--- config.mk ---
export PLATFORM = sky130hd
export DESIGN_NAME = rmii_receiver
export DESIGN_NICKNAME = d
export VERILOG_FILES = /design/src/rtl/rmii_receiver.sv
export SDC_FILE = /design/constraint.sdc
export NUM_CORES = 1
export LEC_CHECK = 0
export BUFFER_PORTS_ARGS = -buffer_cell sky130_fd_sc_hd__buf_2
export CAP_MARGIN = 20
export CORE_MARGIN = 2
export CORE_UTILIZATION = 43
export DETAILED_ROUTE_END_ITERATION = 8
export GPL_ROUTABILITY_DRIVEN = 0
export SETUP_SLACK_MARGIN = 0.1
export SYNTH_ARGS = -nofsm -noshare
export SYNTH_HDL_FRONTEND = slang
export SYNTH_SLANG_ARGS = --single-unit
--- constraint.sdc ---
create_clock -name ref_clk -period 3.96 [get_ports ref_clk]
set_input_delay 0.198 -clock ref_clk [delete_from_list [all_inputs] [get_ports ref_clk]]
set_output_delay 0.198 -clock ref_clk [all_outputs]
set_load 0.02 [all_outputs]
--- src/rtl/rmii_receiver.sv ---
// RMII receive path: strips preamble/SFD, assembles LSB-first dibits into bytes,
// presents them one byte late with first/last flags and reports length/status per frame.
module rmii_receiver #(
    parameter int MIN_PRE_DIBITS  = 8,
    parameter int MAX_FRAME_BYTES = 1518,
    parameter int LEN_W           = 11
) (
    input  logic             ref_clk,
    input  logic             rst_n,
    input  logic [1:0]       rx_d,
    input  logic             crs_dv,
    input  logic             rx_er,
    output logic [7:0]       data_o,
    output logic             valid_o,
    output logic             first_o,
    output logic             last_o,
    output logic             done_o,
    output logic             err_o,
    output logic [LEN_W-1:0] len_o
);

    localparam int                 PRE_W     = $clog2(MIN_PRE_DIBITS + 1);
    localparam logic [PRE_W-1:0]   PRE_SAT   = PRE_W'(MIN_PRE_DIBITS);
    localparam logic [LEN_W:0]     MAX_BYTES = (LEN_W + 1)'(MAX_FRAME_BYTES);

    typedef enum logic [1:0] {IDLE, PRE, DATA, DROP} state_t;

    state_t           state_q, state_d;
    logic [PRE_W-1:0] preCnt_q, preCnt_d;
    logic [1:0]       dibitCnt_q, dibitCnt_d;
    logic [7:0]       shift_q, shift_d;
    logic [7:0]       hold_q, hold_d;
    logic             held_q, held_d;
    logic [LEN_W-1:0] byteCnt_q, byteCnt_d;
    logic [LEN_W-1:0] emitCnt_q, emitCnt_d;
    logic             pend_q, pend_d;
    logic             pendErr_q, pendErr_d;
    logic [7:0]       data_q, data_d;
    logic             valid_q, valid_d;
    logic             first_q, first_d;
    logic             last_q, last_d;
    logic             done_q, done_d;
    logic             err_q, err_d;
    logic [LEN_W-1:0] len_q, len_d;

    logic [7:0]       newByte;
    logic [LEN_W:0]   byteCntInc;

    assign newByte    = {rx_d, shift_q[7:2]};
    assign byteCntInc = {1'b0, byteCnt_q} + 1'b1;

    always_ff @(posedge ref_clk or negedge rst_n) begin
        if (!rst_n) begin
            state_q    <= IDLE;
            preCnt_q   <= '0;
            dibitCnt_q <= '0;
            shift_q    <= '0;
            hold_q     <= '0;
            held_q     <= 1'b0;
            byteCnt_q  <= '0;
            emitCnt_q  <= '0;
            pend_q     <= 1'b0;
            pendErr_q  <= 1'b0;
            data_q     <= '0;
            valid_q    <= 1'b0;
            first_q    <= 1'b0;
            last_q     <= 1'b0;
            done_q     <= 1'b0;
            err_q      <= 1'b0;
            len_q      <= '0;
        end else begin
            state_q    <= state_d;
            preCnt_q   <= preCnt_d;
            dibitCnt_q <= dibitCnt_d;
            shift_q    <= shift_d;
            hold_q     <= hold_d;
            held_q     <= held_d;
            byteCnt_q  <= byteCnt_d;
            emitCnt_q  <= emitCnt_d;
            pend_q     <= pend_d;
            pendErr_q  <= pendErr_d;
            data_q     <= data_d;
            valid_q    <= valid_d;
            first_q    <= first_d;
            last_q     <= last_d;
            done_q     <= done_d;
            err_q      <= err_d;
            len_q      <= len_d;
        end
    end

    // Status goes out one edge after the frame-ending event, so done never coincides with valid.
    always_comb begin
        state_d    = state_q;
        preCnt_d   = preCnt_q;
        dibitCnt_d = dibitCnt_q;
        shift_d    = shift_q;
        hold_d     = hold_q;
        held_d     = held_q;
        byteCnt_d  = byteCnt_q;
        emitCnt_d  = emitCnt_q;
        pend_d     = 1'b0;
        pendErr_d  = pendErr_q;
        data_d     = data_q;
        valid_d    = 1'b0;
        first_d    = 1'b0;
        last_d     = 1'b0;
        done_d     = pend_q;
        err_d      = pend_q & pendErr_q;
        len_d      = pend_q ? emitCnt_q : '0;

        case (state_q)
            IDLE: begin
                if (crs_dv && !rx_er && rx_d == 2'b01) begin
                    state_d  = PRE;
                    preCnt_d = PRE_W'(1);
                end
            end
            PRE: begin
                state_d = IDLE;
                if (crs_dv && !rx_er) begin
                    if (rx_d == 2'b01) begin
                        state_d = PRE;
                        if (preCnt_q != PRE_SAT) preCnt_d = preCnt_q + 1'b1;
                    end else if (rx_d == 2'b11 && preCnt_q >= PRE_SAT) begin
                        state_d    = DATA;
                        dibitCnt_d = '0;
                        byteCnt_d  = '0;
                        emitCnt_d  = '0;
                        held_d     = 1'b0;
                        shift_d    = '0;
                    end
                end
            end
            DATA: begin
                if (!crs_dv) begin
                    state_d   = IDLE;
                    pend_d    = 1'b1;
                    pendErr_d = 1'b1;
                    held_d    = 1'b0;
                    if (dibitCnt_q == 2'd0 && held_q) begin
                        data_d    = hold_q;
                        valid_d   = 1'b1;
                        first_d   = (emitCnt_q == '0);
                        last_d    = 1'b1;
                        emitCnt_d = emitCnt_q + 1'b1;
                        pendErr_d = 1'b0;
                    end
                end else begin
                    shift_d    = newByte;
                    dibitCnt_d = dibitCnt_q + 1'b1;
                    if (dibitCnt_q == 2'd3) begin
                        if (byteCntInc > MAX_BYTES) begin
                            state_d   = DROP;
                            pend_d    = 1'b1;
                            pendErr_d = 1'b1;
                            held_d    = 1'b0;
                        end else begin
                            // The previously held byte is clean even if rx_er taints the one completing now.
                            if (held_q) begin
                                data_d    = hold_q;
                                valid_d   = 1'b1;
                                first_d   = (emitCnt_q == '0);
                                emitCnt_d = emitCnt_q + 1'b1;
                            end
                            hold_d    = newByte;
                            held_d    = 1'b1;
                            byteCnt_d = byteCntInc[LEN_W-1:0];
                            if (rx_er) begin
                                state_d   = DROP;
                                pend_d    = 1'b1;
                                pendErr_d = 1'b1;
                                held_d    = 1'b0;
                            end
                        end
                    end else if (rx_er) begin
                        state_d   = DROP;
                        pend_d    = 1'b1;
                        pendErr_d = 1'b1;
                        held_d    = 1'b0;
                    end
                end
            end
            DROP: begin
                if (!crs_dv) state_d = IDLE;
            end
            default: state_d = IDLE;
        endcase
    end

    assign data_o  = data_q;
    assign valid_o = valid_q;
    assign first_o = first_q;
    assign last_o  = last_q;
    assign done_o  = done_q;
    assign err_o   = err_q;
    assign len_o   = len_q;

endmodule

==> metrics.csv <==
stage;metric;value;unit
outcome;status;completed;
sta;drv_slew;0;
synthesis;yosys.area.top_type_share;0.465;
sta;max_slew_margin;0.441;
grt;grt_max_degree;41;
placed_design;dp_cells;492;
layout;fin_area;4260;um2
synthesis;yosysSeqAreaShare;0.465;
setup_path;crit_buf_inv;0;
sta;rsz0062_at_grt;false;
clocking;hold_buffers;1;
layout;n_fill_cell;812;
floorplanning;io_pins;30;
sta;finalCriticalPeriod;2990;ps
clocking;clock_sinks;71;
grt;overflow;0;
clocking;post_cts_buffers;0;
synthesis;synth_common_cells;dfrtp_1, nand2_1, o21ai_0;
clocking;clkTransAtPathRegs;80;ps
layout;multi_input_area;1850;um2
routing;vias_per_cell;5.45;
synthesis;syn-cell-area;3820;um2
synthesis;ys.flop_type;dfrtp_1;
synthesis;ys_top_cells_by_area;dfrtp_1, ha_1, o21ai_0;
setup_path;slowest_delay;830;ps
floorplanning;die_area;9650;um2
synthesis;yosysWarnings;0;
sta;finalClockSkew;10.8;ps
worst_hold_path;min_path_type;in -> reg;
grt;antenna_found_initial;0;
clocking;clock_path_buffers;2;
routing;route.detailed.drc;0;
clocking;clk_latency;350;ps
synthesis;synth_most_common_cell;dfrtp_1;
power;p_per_area;458;nW/um2
synthesis;ys_ff_latch;71;
floorplanning;rows;34;
synthesis;syn-num-nets;389;
grt;grt_pass1_vias;2699;
clocking;cts_tree;done;
placed_design;place_hpwl;5060;um
flow_run;drv_cap;0;
routing;vias;2773;
synthesis;synth_enable_flop_cells;0;
synthesis;syn_inst;370;
sta;finalSetupViolCount;0;
floorplanning;coreArea;8680;um2
layout;fin_nets;415;
sta;setup_tns;0;ps
placed_design;port_buffers;29;
synthesis;yosysTopAreaCell;dfrtp_1;
clocking;root_buffer;clkbuf_8;
floorplanning;die_x;98.2;um
sta;tightest_slew;838;ps
setup_path;critPathTopFamily;compound AO/OA/AOI/OAI gates;
layout;post-route-util;0.490;
clocking;cts_inserted_buffers;9;
grt;grt_pass1_wl;12900;um
power;total_power;1950;uW
layout;drive_above_1_share;0.195;
layout;area_growth;11.5;%
routing;ant_nets;0;
placed_design;placed_area;4020;um2
power;peakVddDrop;0.000168;V
setup_path;critPathRequiredTime;4250;ps
routing;wire_per_inst;14.6;um
floorplanning;die_h;98.2;um
setup_path;crit_slowest_cell;a2111oi_4;
grt;track_usage;0.163;
power;p_leak;0.00211;uW
setup_path;end_kind;flop;
clocking;post_cts_resized;0;
layout;fin_cells;509;
layout;final-seq-area;1780;um2
synthesis;synthArstFlopShare;1.00;
clocking;htreeDepth;3;
floorplanning;start_util;0.440;
sta;max_freq;335;MHz
sta;final_hold_viol_count;0;
setup_path;worstPathArrival;3280;ps
routing;drt_iter0_drc;97;
setup_path;path_max_fanout;18;
layout;antenna_cells;0;
routing;dr.pass1.iters;4;
synthesis;syn_avg_cell_area;10.3;um2
sta;fin_crit_sh;0.755;
setup_path;startpoint_type;flop;
setup_path;path_cells;ha_1, nand4_1, o21bai_1, o211a_1, nand3_2, a2111oi_4, nor3b_2, a211o_1;
synthesis;yosysUniqueCellTypes;60;
setup_path;crit_type;reg -> reg;
routing;routed_wl;7410;um
-- report_power, final --
part | internal [uW] | switching [uW] | total [uW] | leakage (uW)
Combinational | 146 | 309 | 456 | 0.00103
Clock | 362 | 302 | 664 | 0.000111
Sequential | 779 | 47.8 | 827 | 0.000967
-- metrics by stage --
stage                     setup WS, ps  hold slack [ps]
after floorplan                   1500            -97.6
after global placement            1060              318
after detailed placement           986              317
after CTS                          952             96.5
after global routing               663             95.3
final                              972             99.2
-- placed cells by master (no fill, tap or decap), types with 3 or more instances in the layout --
cell,count
nand2_1,27
and2_1,18
nor2_1,10
nand2b_1,8
a31oi_1,7
mux2i_1,5
mux2_2,10
inv_1,25
mux2_4,8
nor2b_1,6
dfrtp_1,71
a22o_1,3
clkbuf_8,9
nand3_1,22
and3b_1,5
nand4_1,5
buf_2,29
a21oi_1,12
nand4b_1,3
o21ai_0,26
nor3_1,5
ha_1,13
and3_1,14
a221o_1,6
inv_6,3
-- final timing paths --
kind                               from       endpoint  slack (ps)  depth (start not counted)
setup / recovery           byteCnt_q[1]  byteCnt_q[10]         970                          8
hold / removal                    rx_er         held_q         100                          2
setup reg to reg           byteCnt_q[1]  byteCnt_q[10]         970                          8
hold reg to reg               pendErr_q          err_o         490                          1
max in group asynchronous         rst_n   emitCnt_q[1]        2540                          3
min in group asynchronous         rst_n  byteCnt_q[10]         450                          2
-- registers in the layout, summed over array words and instances, names as in the netlist, 2 cells and up --
name and flops:
byteCnt_q 11, data_o 8, dibitCnt_q 2, emitCnt_q 11, hold_q 8, len_o 11
preCnt_q 4, shift_q 6, state_q 2
-- metal layers --
layer,share of wire,up-vias,GRT usage
met4,0.012,0,0.0516
met5,0,-,0
li1,-,1377,-
met3,0.041,8,0.0372
met1,0.49,1336,0.226
met2,0.46,52,0.254
-- kinds of logic after synthesis --
family,after synthesis,synth area share
compound gates,83,0.160
fa+ha+maj,13,0.0426
buf+inv,42,0.0492
flops,71,0.465
mux,23,0.0741
simple gates,138,0.209
-- layout make-up --
type | count | area share
flip-flops and latches | 71 | 0.418
clock inverters | 7 | 0.0241
clock buffers | 9 | 0.0291
repair buffers | 32 | 0.0400
well taps | 108 | 0.0318
inverters | 25 | 0.0221
multi-input cells | 257 | 0.435
No activity file was read; power rests on OpenSTA's default activity.
